--- config.mk ---
export PLATFORM = sky130hd
export DESIGN_NAME = matrix_frame_capture
export DESIGN_NICKNAME = d
export VERILOG_FILES = /design/src/rtl/matrix_pkg.sv /design/src/rtl/matrix_popcount.sv /design/src/rtl/matrix_frame_capture.sv
export SDC_FILE = /design/constraint.sdc
export NUM_CORES = 1
export LEC_CHECK = 0
export CAP_MARGIN = 5
export CORE_ASPECT_RATIO = 0.5
export CORE_UTILIZATION = 57
export DETAILED_ROUTE_END_ITERATION = 10
export PLACE_DENSITY = 0.86
export SETUP_SLACK_MARGIN = 0.02
export SYNTH_ARGS = -nofsm -noshare
export SYNTH_HDL_FRONTEND = slang
export SYNTH_SLANG_ARGS = --single-unit
--- constraint.sdc ---
create_clock -name clk -period 24.6 [get_ports clk]
set_input_delay 3.69 -clock clk [delete_from_list [all_inputs] [get_ports clk]]
set_output_delay 3.69 -clock clk [all_outputs]
set_load 0.05 [all_outputs]
--- src/rtl/matrix_pkg.sv ---
// Shared geometry and frame type for the 8x16 LED matrix bus.
package matrix_pkg;

  localparam int MATRIX_ROWS   = 8;
  localparam int MATRIX_COLS   = 16;
  localparam int MATRIX_PIXELS = MATRIX_ROWS * MATRIX_COLS;

  typedef logic [MATRIX_PIXELS-1:0] frame_t;

  function automatic int unsigned pixel_index(input int unsigned r, input int unsigned c);
    return r * MATRIX_COLS + c;
  endfunction

endpackage

--- src/rtl/matrix_popcount.sv ---
// Purely combinational count of lit pixels in a 128-pixel frame.
module matrix_popcount
  import matrix_pkg::*;
(
  input  logic [127:0] bits,
  output logic [7:0]   count
);

  always_comb begin
    count = '0;
    for (int i = 0; i < MATRIX_PIXELS; i++) begin
      count = count + {7'd0, bits[i]};
    end
  end

endmodule

--- src/rtl/matrix_frame_capture.sv ---
// Accumulates scan samples of the LED matrix bus into frames and hands them out over valid/ready.
// Optional MATRIX_CAPTURE_OVERLAP_EN keeps even/odd shadows and flags pixels lit in both phases.
module matrix_frame_capture
  import matrix_pkg::*;
#(
  parameter int FRAME_TICKS    = 16,
  parameter bit COL_ACTIVE_LOW = 1'b1
) (
  input  logic         clk,
  input  logic         rst_n,
  input  logic         sample_en,
  input  logic [7:0]   row,
  input  logic [15:0]  col,
  input  logic         frame_ready,
  input  logic         clear_overrun,
  output logic [127:0] frame,
  output logic         frame_valid,
  output logic [7:0]   pixel_count,
  output logic         overrun,
  output logic         overlap
);

  localparam logic [7:0] TICK_LAST = 8'(FRAME_TICKS - 1);

  logic [15:0]  col_drv;
  logic [127:0] mask;
  logic [127:0] capture;
  logic [7:0]   capture_count;
  logic [7:0]   tick_cnt;
  logic         frame_done;
  logic         overrun_set;

  assign col_drv     = COL_ACTIVE_LOW ? ~col : col;
  assign frame_done  = sample_en && (tick_cnt == TICK_LAST);
  assign overrun_set = frame_done && frame_valid && !frame_ready;

  for (genvar r = 0; r < MATRIX_ROWS; r++) begin : g_row
    for (genvar c = 0; c < MATRIX_COLS; c++) begin : g_col
      assign mask[pixel_index(r, c)] = row[r] & col_drv[c];
    end
  end

  matrix_popcount u_popcount (
    .bits  (capture),
    .count (capture_count)
  );

`ifdef MATRIX_CAPTURE_OVERLAP_EN
  logic [127:0] shadow_even;
  logic [127:0] shadow_odd;
  logic [127:0] even_next;
  logic [127:0] odd_next;

  // Sample index parity within the frame is the low counter bit.
  always_comb begin
    even_next = shadow_even | (tick_cnt[0] ? '0 : mask);
    odd_next  = shadow_odd  | (tick_cnt[0] ? mask : '0);
  end

  assign capture = even_next | odd_next;

  always_ff @(posedge clk) begin
    if (!rst_n) begin
      shadow_even <= '0;
      shadow_odd  <= '0;
      overlap     <= 1'b0;
    end else if (sample_en) begin
      if (frame_done) begin
        shadow_even <= '0;
        shadow_odd  <= '0;
        overlap     <= |(even_next & odd_next);
      end else begin
        shadow_even <= even_next;
        shadow_odd  <= odd_next;
      end
    end
  end
`else
  logic [127:0] shadow;

  assign capture = shadow | mask;
  assign overlap = 1'b0;

  always_ff @(posedge clk) begin
    if (!rst_n) begin
      shadow <= '0;
    end else if (sample_en) begin
      shadow <= frame_done ? '0 : capture;
    end
  end
`endif

  // A completion always wins over a plain transfer, so valid stays high when both coincide.
  always_ff @(posedge clk) begin
    if (!rst_n) begin
      tick_cnt    <= '0;
      frame       <= '0;
      pixel_count <= '0;
      frame_valid <= 1'b0;
      overrun     <= 1'b0;
    end else begin
      if (sample_en) begin
        tick_cnt <= frame_done ? 8'd0 : tick_cnt + 8'd1;
      end
      if (frame_done) begin
        frame       <= capture;
        pixel_count <= capture_count;
        frame_valid <= 1'b1;
      end else if (frame_valid && frame_ready) begin
        frame_valid <= 1'b0;
      end
      if (overrun_set) begin
        overrun <= 1'b1;
      end else if (clear_overrun) begin
        overrun <= 1'b0;
      end
    end
  end

endmodule

# == Word-level counts from Yosys, hierarchy flattened ==
# Index checks and enable logic that the tools add are counted.
# word_totals
regBits,274
out_inout_bits,139
inputBits,29
# classes
mux,6
reduce_logical,7
bitwise,130
n_addsub,128
n_eq_ne,1
# op_table
cell,n
$add A8 B1 Y8,126
$and A1 B1 Y1,128
$mux W128,1
$or A128 B128 Y128,1
$not A16 Y16,1
$add A8 B1 Y8 const B,1
$eq A8 B4 Y1 const B,1
$mux W8,1
$logic_and A1 B1 Y1,4
$mux W1,4
$reduce_bool A2 Y1,2
$add A1 B1 Y2,1
$logic_not A1 Y1,1

# == Longest topological paths before layout ==
# Gate-level depths: netlist (run 1).
# logic_depth
word_depth,130
depth_mapped,29
depth_no_buf,28

# == Hierarchy ==
# Synthesis (run 1) repeated with hierarchy kept, for this count alone.
# hier_totals
hier_cells,1561
hier_area_um2,13670.6
# by_module_without_submodules
module,area_per_inst_um2,instances,cells_each,seq_area_each_um2
matrix_frame_capture,10282.4,1,1231,5485.3
matrix_popcount,3388.2,1,330,0.0

# == Worst setup path before layout (run 1) ==
# OpenSTA, ideal clock, no wires.
# synth_path
kind,input to register
from,input port row[0]
to,register pixel_count[6]
path_buffers,2
stages,29
slack_ns,13.236
arrival_ns,11.235
cell_sequence,clkbuf_1 -> clkbuf_1 -> a21oi_1 -> inv_1 -> ha_1 -> inv_1 -> fa_1 -> fa_1 -> inv_1 -> fa_1 -> fa_1 -> inv_1 -> fa_1 -> fa_1 -> inv_1 -> fa_1 -> inv_1 -> fa_1 -> fa_1 -> inv_1 -> fa_1 -> inv_1 -> fa_1 -> fa_1 -> nand2b_1 -> a21oi_1 -> o21ai_0 -> nand4_1 -> o211ai_1
# synth_via
elab_chain_cells,129
# synth_rtl
element,line_no,rtl
start: declaration,matrix_frame_capture.sv:12,"input logic [7:0] row,"
$and A1 B1 Y1,matrix_frame_capture.sv:39,"assign mask[pixel_index(r, c)] = row[r] & col_drv[c];"
$or A128 B128 Y128,matrix_frame_capture.sv:81,assign capture = shadow | mask;
named net capture[0],matrix_frame_capture.sv:27,logic [127:0] capture;
$add A1 B1 Y2,matrix_popcount.sv:12,"count = count + {7'd0, bits[i]};"
$add A8 B1 Y8 (126 in series),matrix_popcount.sv:12,
end signal: assignment,matrix_frame_capture.sv:107,pixel_count <= capture_count;
end: declaration,matrix_frame_capture.sv:18,"output logic [7:0] pixel_count,"
# The timed path passes the listed nets, and every way through them passes these cells.
# A chain may end at the register's enable or synchronous reset.

# == Worst setup path after layout (run 1) ==
# Ends and elaborated chain as after synthesis.

==> results of run 1 <==
## metal layers
layer / part of all wire (%) / routed length (um) / GRT usage (%)
met1: 43 / 15200 / 40.7
met2: 45 / 16100 / 47.1
met3: 8.9 / 3150 / 6.72
met4: 2.9 / 1030 / 9.09
met5: 0 / 0 / 0
## Yosys cell counts, types with 3 or more instances
cell type and n:
nand4_1 3, nor2_1 140, and2_1 4, buf_6 3, buf_2 25, o21ai_0 7
nor2b_1 3, inv_1 184, xnor2_1 5, nand2b_1 4, a21boi_0 4, a21oi_1 133
o211a_1 130, clkbuf_1 50, nand2_1 137, nand3_1 4, buf_4 14, dfxtp_1 274
ha_1 27, nor3_1 128, fa_1 115
## registers in the layout (all words and copies together), names as in the netlist
name and cells:
overrun 1, pixel_count 8, frame 128, frame_valid 1, shadow 128, tick_cnt 8
## area by class of cell
class	instances	share of cell area, %
multi-input combinational	862	42.1
sequential	274	34.6
timing repair buffer	172	10.7
clock buffer	32	4.43
inverter	184	4.36
tap	307	2.42
clock inverter	12	1.38
## final timing paths
kind | endpoint | startpoint | cells after the start
worst max-delay path | pixel_count[6]$_SDFFE_PN0P_ | row[0] | 28
worst max register to register | pixel_count[6]$_SDFFE_PN0P_ | shadow[1]$_SDFFE_PN0P_ | 27
worst min-delay path | pixel_count[2]$_SDFFE_PN0P_ | pixel_count[2]$_SDFFE_PN0P_ | 2
worst min register to register | pixel_count[2]$_SDFFE_PN0P_ | pixel_count[2]$_SDFFE_PN0P_ | 2
## tightest hold or removal path, stage by stage, from the launching register on
cell and delay, ps:
dfxtp_1 310, nand2_1 50, a21boi_0 60
## metrics by stage
stage	area, um^2	hold WS, ps
6_report	15900	471
5_1_grt	15900	491
4_1_cts	15900	472
3_5_place_dp	14900	464
3_3_place_gp	14900	454
2_1_floorplan	13300	453
## kinds of logic (layout without fill, tap and decap cells)
logic type	count (synthesis)	after routing	share of synthesized area, %
other	1	1	0.0282
muxes	3	3	0.235
buffers and inverters	276	400	8.60
adders and majority gates	142	142	19.9
AOI/OAI and AO/OA	279	279	15.5
and+or+nand+nor	431	431	14.0
DFF	274	274	41.3
xor gates and xnor gates	6	6	0.395
==> impl_metrics.csv, run 1 <==
group,metric,value,unit
cells_and_area,n_fill_cell,1653,
worst_setup_path,rrSetupSlack,16530,ps
worst_setup_path,cp_slowest_stage_delay,690,ps
global_route,grt_max_degree,118,
cts,cts_setup_buffers,0,
placed_design,dp_cells,1799,
timing,layout_worst_path_cycle_share,47.8,%
cts,cts_tree,"yes",
synthesis,synth_ff_type,"dfxtp_1",
route,wl,35.5,mm
timing,finClkSkew,10.3,ps
cts,htree_levels,1,
placed_design,dpl.hpwl,24.5,mm
synthesis,synth_top_area_share,41.3,%
floorplanning,dieArea,24000,um^2
cts,clock_sinks,274,
cells_and_area,most-common-layout-cells,"274 x dfxtp_1, 184 x inv_1, 164 x clkdlybuf4s50_1, 140 x nor2_1, 136 x nand2_1",
global_route,grt_pass1_wl,54.5,mm
worst_setup_path,worst-setup-path-type,"input port to flip-flop",
synthesis,ys_seq_elements,274,
cells_and_area,multi_input_area,6670,um^2
min_path,hp-class,"flip-flop to flip-flop",
timing,setup_slack,12840,ps
cts,cts_root_buffer,"clkbuf_16",
synthesis,async_reset_ff_share,0,%
timing,relSlewSlack,25.4,%
cells_and_area,final_common_cell,"dfxtp_1",
floorplanning,chipWidth,218,um
route,drc,0,
cts,hold_buffers,0,
timing,period_needed,11770,ps
global_route,grt_usage,29.7,%
synthesis,syn_area_per_cell,9.41,um^2
route,first_iter_violations,1206,
cts,cts-resized-gates,0,
worst_setup_path,worstPathMaxFanout,16,
timing,clock.fmax,0.0850,GHz
synthesis,synth_enable_flop_cells,0,
cells_and_area,area_delta_synth_final,19.3,%
worst_setup_path,worst_path_dominant_cell_family,"adder cells",
cells_and_area,fin_nets,1689,
cells_and_area,fin_util,69.4,%
synthesis,synth_cells,1412,
run,max-cap-violations,0,
floorplanning,io_pins,168,
worst_setup_path,cpMostUsedCell,"fa_1",
cells_and_area,drive_gt1_share,3.65,%
global_route,antenna_found_initial,0,
cts,cts_buffers,24,
synthesis,synth_top_cell_by_area,"dfxtp_1",
cts,clock_latency,530,ps
worst_setup_path,crit_buf_inv,9,
worst_setup_path,crit_required,25000,ps
synthesis,synth_nets,1583,
timing,slew_violations,0,
timing,final_hold_viol_count,0,
floorplanning,num_rows,39,
cells_and_area,regArea,5490,um^2
worst_setup_path,startpoint_type,"input port",
timing,setup_violations,0,
timing,rsz0062_at_grt,"false",
timing,tightest_slew,1120,ps
worst_setup_path,end_kind,"flip-flop",
status,status,"finished clean",
route,drtAntennaViolNets,0,
placed_design,io_buffers,166,
global_route,grt_overflow_total,0,
cells_and_area,fin_cells,1843,
synthesis,syn-cell-area,13300,um^2
synthesis,synth-seq-area-share,41.3,%
worst_setup_path,crit_arrival,12170,ps
placed_design,dpl_worst_slack,12410,ps
route,wl_per_cell,19.2,um
synthesis,synthTopCellsByArea,"dfxtp_1 41%, fa_1 17%, o211a_1 9.8%",
timing,fin_tns_setup,0,ps
cts,clk_pin_slew,70,ps
cts,cts.path.max_buffers,3,
worst_setup_path,cp_slowest_cell,"clkdlybuf4s50_1",
route,vias,10604,
route,drt_pass1_iterations,6,
synthesis,ys_warn_count,0,
synthesis,yosysUniqueCellTypes,36,
floorplanning,start_util,58.2,%
cells_and_area,antenna_cells,0,
floorplanning,die_h,110,um
route,avgViaCountPerCell,5.75,
placed_design,place_congestion,0.985,
global_route,grt_pass1_vias,10222,
floorplanning,core,22800,um^2
Power of run 1 is left out: the tool's default activity adds up to more than one toggle a clock period on the data nets, which glitch-free logic cannot reach.
==> run 2: changes to the inputs <==
--- a/config.mk
+++ b/config.mk
@@ -7,9 +7,9 @@
 export LEC_CHECK = 0
 export CAP_MARGIN = 5
 export CORE_ASPECT_RATIO = 0.5
-export CORE_UTILIZATION = 57
+export CORE_UTILIZATION = 51
 export DETAILED_ROUTE_END_ITERATION = 10
-export PLACE_DENSITY = 0.86
+export PLACE_DENSITY = 0.81
 export SETUP_SLACK_MARGIN = 0.02
 export SYNTH_ARGS = -nofsm -noshare
 export SYNTH_HDL_FRONTEND = slang
==> constraint.sdc (replaced) <==
create_clock -name clk -period 9.58 [get_ports clk]
set_input_delay 1.437 -clock clk [delete_from_list [all_inputs] [get_ports clk]]
set_output_delay 1.437 -clock clk [all_outputs]
set_load 0.05 [all_outputs]
==> run 2 against run 1 <==
Core utilization decreased by 5.3 points. Critical path depth decreased by 1. Sequential cell count unchanged. Clock-buffer cell count unchanged. Final area increased by 2.7%. Clock skew increased by 3.3 ps. Via count increased by 1.4%. Critical path type unchanged.
==> impl_metrics.csv, run 2 (synthesized netlist as in run 1, its figures left out) <==
group,metric,value,unit
status,status,"finished clean",
cells_and_area,fin_cells,1938,
worst_setup_path,r2r.worst_path.cells,27,
worst_setup_path,crit_required,10000,ps
global_route,grt_pass1_wl,57.7,mm
timing,setup_slack,430,ps
global_route,grt_overflow_total,0,
route,drtAntennaViolNets,0,
cells_and_area,area_delta_synth_final,22.6,%
timing,setup_violations,0,
cts,cts_buffers,24,
floorplanning,core,25400,um^2
timing,period_needed,9150,ps
route,top_layer,"met4",
route,first_iter_violations,1093,
cts,hold_buffers,0,
placed_design,dp_cells,1894,
timing,clock.fmax,0.109,GHz
cts,htree_levels,1,
worst_setup_path,worstPathMaxFanout,5,
cts,clk_pin_slew,70,ps
route,met1Wirelength,15.9,mm
floorplanning,start_util,52.3,%
min_path,hold_start,"pixel_count[4]$_SDFFE_PN0P_",
timing,slew_violations,0,
timing,tightest_slew,1290,ps
cells_and_area,most-common-layout-cells,"274 x dfxtp_1, 184 x inv_1, 164 x clkdlybuf4s50_1, 140 x nor2_1, 136 x nand2_1",
route,wl,37.4,mm
timing,finClkSkew,13.6,ps
cells_and_area,final_common_cell,"dfxtp_1",
worst_setup_path,crit_arrival,9570,ps
worst_setup_path,rrSetupSlack,1570,ps
floorplanning,dieArea,26700,um^2
run,max-cap-violations,0,
timing,relSlewSlack,14.2,%
worst_setup_path,end_kind,"flip-flop",
worst_setup_path,r2r-start,"shadow[0]$_SDFFE_PN0P_",
cts,cts.path.max_buffers,3,
cells_and_area,drive_gt1_share,7.03,%
min_path,hp-class,"flip-flop to flip-flop",
timing,hold_ws,474,ps
global_route,grt_usage,27.9,%
route,drt_pass1_iterations,6,
worst_setup_path,r2r_end,"pixel_count[6]$_SDFFE_PN0P_",
timing,rsz0062_at_grt,"false",
min_path,holdPathStages,2,
placed_design,dpl_worst_slack,-133,ps
cts,cts_root_buffer,"clkbuf_16",
floorplanning,io_pins,168,
route,dr_wl_met2,17.0,mm
cells_and_area,n_fill_cell,1994,
worst_setup_path,worst-setup-path-type,"input port to flip-flop",
cts,cts-resized-gates,0,
route,avgViaCountPerCell,5.55,
global_route,grt_max_degree,116,
route,drc,0,
cts,clock_sinks,274,
floorplanning,num_rows,41,
global_route,antenna_found_initial,0,
floorplanning,die_h,116,um
route,vias,10753,
global_route,grt_pass1_vias,10490,
cts,cts_setup_buffers,0,
placed_design,dpl.hpwl,26.9,mm
cells_and_area,fin_nets,1747,
placed_design,io_buffers,166,
min_path,whs_endpoint,"pixel_count[4]$_SDFFE_PN0P_",
floorplanning,chipWidth,230,um
cts,clock_latency,540,ps
route,wl_met3,3.32,mm
route,wl_per_cell,19.3,um
placed_design,place_congestion,0.955,
cells_and_area,largestRegisters,"frame: 128 flops, shadow: 128 flops",
worst_setup_path,startpoint_type,"input port",
timing,final_hold_viol_count,0,
timing,layout_worst_path_cycle_share,95.5,%
cts,cts_tree,"yes",
[run 2: through the flow]
stage                     utilization [%]  instance area [um^2]  setup TNS [ps]
after detailed placement             60.7                 15400            -190
after floorplan                         -                 13300               0
final                                64.1                 16300               0
after CTS                            64.1                 16300               0
after global placement               60.7                 15400               0
after global routing                 64.1                 16300               0
[run 2: worst max-delay path, cell delays in order]
cell and delay (ps):
clkdlybuf4s50_1 450, inv_1 170, buf_4 230, a21oi_1 240, inv_1 110, fa_1 530, fa_1 450, fa_1 510
fa_1 560, inv_1 80, fa_1 470, fa_1 490, inv_1 50, fa_1 540, inv_1 60, fa_1 500
fa_1 510, inv_1 50, fa_1 490, inv_1 50, fa_1 420, fa_1 410, nand2b_1 180, a21oi_1 170
o21ai_0 160, nand4_1 130, o211ai_1 100
[run 2: worst max path at each step]
stage	startpoint	to	slack (ps)	depth (start not counted)
3_5_place_dp	row[1]	pixel_count[6]$_SDFFE_PN0P_	-130	26
4_1_cts	row[1]	pixel_count[6]$_SDFFE_PN0P_	420	26
6_report	col[2]	pixel_count[6]$_SDFFE_PN0P_	430	27
5_1_grt	col[14]	pixel_count[6]$_SDFFE_PN0P_	70	26
3_3_place_gp	row[1]	pixel_count[6]$_SDFFE_PN0P_	90	27
2_1_floorplan	row[0]	pixel_count[6]$_SDFFE_PN0P_	470	29
[run 2: cell type report]
class | instances | area [um^2] | area share [%]
Antenna cell | 1 | 2.50 | 0.0154
Clock buffer | 32 | 682 | 4.19
Clock inverter | 11 | 171 | 1.05
Inverter | 184 | 691 | 4.24
Multi-Input combinational cell | 862 | 6670 | 41.0
Sequential cell | 274 | 5490 | 33.7
Tap cell | 344 | 430 | 2.64
Timing Repair Buffer | 230 | 2150 | 13.2
[run 2: per-layer routing]
layer	up-vias	track usage (%)
li1	4935	-
met1	5226	38.1
met2	504	45.0
met3	88	5.40
met4	0	9.23
met5	-	0
Power of run 2 is left out for the same reason.
==> run 3: changes to the inputs <==
--- a/config.mk
+++ b/config.mk
@@ -7,6 +7,7 @@
 export LEC_CHECK = 0
 export CAP_MARGIN = 5
 export CORE_ASPECT_RATIO = 0.5
+export CORE_MARGIN = 2
 export CORE_UTILIZATION = 51
 export DETAILED_ROUTE_END_ITERATION = 10
 export PLACE_DENSITY = 0.81
==> run 3 against run 2 <==
Final area increased by 0.88%. Sequential share of layout area is 0.29 points lower. Sequential cell count unchanged. Register-to-register slack gained 50 ps. Largest cell class unchanged. Clock-buffer cell count shrank 4.
==> impl_metrics.csv, run 3 (synthesized netlist as in run 1, its figures left out) <==
group,metric,value,unit
cts,cts_root_buffer,"clkbuf_16",
timing,clock.fmax,0.108,GHz
cts,cts_buffers,24,
cells_and_area,design_area,16400,um^2
floorplanning,core,25400,um^2
route,drc,0,
floorplanning,chipWidth,232,um
worst_setup_path,crit_arrival,9630,ps
floorplanning,start_util,52.3,%
worst_setup_path,worst-setup-path-type,"input port to flip-flop",
worst_setup_path,cpMostUsedCell,"fa_1",
timing,layout_worst_path_cycle_share,96.3,%
timing,period_needed,9220,ps
min_path,hp-class,"flip-flop to flip-flop",
min_path,holdPathStages,2,
route,drtAntennaViolNets,0,
cells_and_area,fin_cells,1955,
route,wl_per_cell,19.6,um
worst_setup_path,startpoint_type,"input port",
cts,clock_latency,540,ps
timing,final_hold_viol_count,0,
worst_setup_path,r2r.worst_path.cells,27,
floorplanning,dieArea,27400,um^2
route,wl,38.3,mm
route,vias,10831,
cells_and_area,fin_nets,1765,
cells_and_area,n_fill_cell,2017,
cells_and_area,antenna_cells,0,
route,first_iter_violations,1170,
cells_and_area,final_common_cell,"dfxtp_1",
worst_setup_path,rrSetupSlack,1620,ps
cells_and_area,drive_gt1_share,8.50,%
status,status,"finished clean",
worst_setup_path,end_kind,"flip-flop",
timing,finClkSkew,14.9,ps
global_route,grt_pass1_vias,10639,
floorplanning,num_rows,41,
timing,tightest_slew,1050,ps
worst_setup_path,cp_slowest_cell,"fa_1",
cts,cts.path.max_buffers,3,
cts,clock_sinks,274,
global_route,grt_pass1_wl,59.2,mm
worst_setup_path,crit_required,9990,ps
floorplanning,io_pins,168,
timing,fin_tns_setup,0,ps
placed_design,place_congestion,0.965,
route,avgViaCountPerCell,5.54,
placed_design,placed_area,15500,um^2
route,drt_pass1_iterations,8,
timing,rsz0062_at_grt,"false",
run,max-cap-violations,0,
cts,cts_tree,"yes",
cells_and_area,largestRegisters,"frame: 128 flops, shadow: 128 flops",
placed_design,io_buffers,166,
global_route,grt_usage,27.8,%
cts,clk_pin_slew,70,ps
global_route,antenna_found_initial,0,
floorplanning,die_h,118,um
cells_and_area,area_delta_synth_final,23.6,%
cells_and_area,most-common-layout-cells,"274 x dfxtp_1, 183 x inv_1, 164 x clkdlybuf4s50_1, 140 x nor2_1, 136 x nand2_1",
cts,htree_levels,1,
timing,setup_violations,0,
timing,relSlewSlack,29.8,%
worst_setup_path,worstPathMaxFanout,7,
global_route,grt_overflow_total,0,
global_route,grt_max_degree,114,
worst_setup_path,cp_slowest_stage_delay,560,ps
timing,slew_violations,0,
placed_design,dpl.hpwl,27.8,mm
placed_design,dp_cells,1909,
[run 3: changes by cell type in the layout (fill, tap and decap cells not counted), sizes merged]
cell | before | now
buf | 66 | 84
clkbuf | 32 | 28
clkinv | 4 | 8
clkinvlp | 2 | 3
diode | 1 | 0
inv | 185 | 184
[run 3: path summary, 6_finish.rpt]
kind                                               start                     endpoint
worst max-delay path                             col[14]  pixel_count[6]$_SDFFE_PN0P_
worst min-delay path            shadow[104]$_SDFFE_PN0P_     shadow[104]$_SDFFE_PN0P_
worst min register to register  shadow[104]$_SDFFE_PN0P_     shadow[104]$_SDFFE_PN0P_
worst max register to register    shadow[0]$_SDFFE_PN0P_  pixel_count[6]$_SDFFE_PN0P_
[run 3: area by class of cell]
cell class / count / area (um^2) / area share, %
Multi-Input combinational cell: 862 / 6690 / 40.7
Sequential cell: 274 / 5490 / 33.4
Timing Repair Buffer: 248 / 2280 / 13.9
Inverter: 184 / 694 / 4.23
Clock buffer: 28 / 647 / 3.94
Tap cell: 344 / 430 / 2.62
Clock inverter: 15 / 198 / 1.20
[run 3: critical path: cells and delay by family]
kind | cells | cell delay [ps]
AOI/OAI and AO/OA | 4 | 600
adders and majority gates | 12 | 5970
buffers and inverters | 9 | 1330
and+or+nand+nor | 2 | 300
[run 3: through the flow]
stage	setup WS [ps]	hold WS, ps	util, %
CTS	406	478	64.5
finish	355	478	64.7
global placement	12.4	462	61.1
detailed placement	-142	465	61.1
global route	39.2	491	64.7
floorplan	469	453	-
[run 3: repair_timing]
| action | in CTS | in global routing |
|---|---|---|
| hold buffers | 0 | 0 |
| setup buffers | 0 | 3 |
| setup endpoints to repair | 0 | 1 |
| gates resized for setup | 0 | 6 |
[run 3: layer usage]
metal / vias up / global-route usage (%) / part of all wire [%]
li1: 4990 / - / -
met1: 5329 / 38.0 / 43
met2: 430 / 43.4 / 45
met3: 82 / 6.08 / 8.4
met4: 0 / 10.1 / 3.5
met5: - / 0 / 0
Power of run 3 is left out for the same reason.
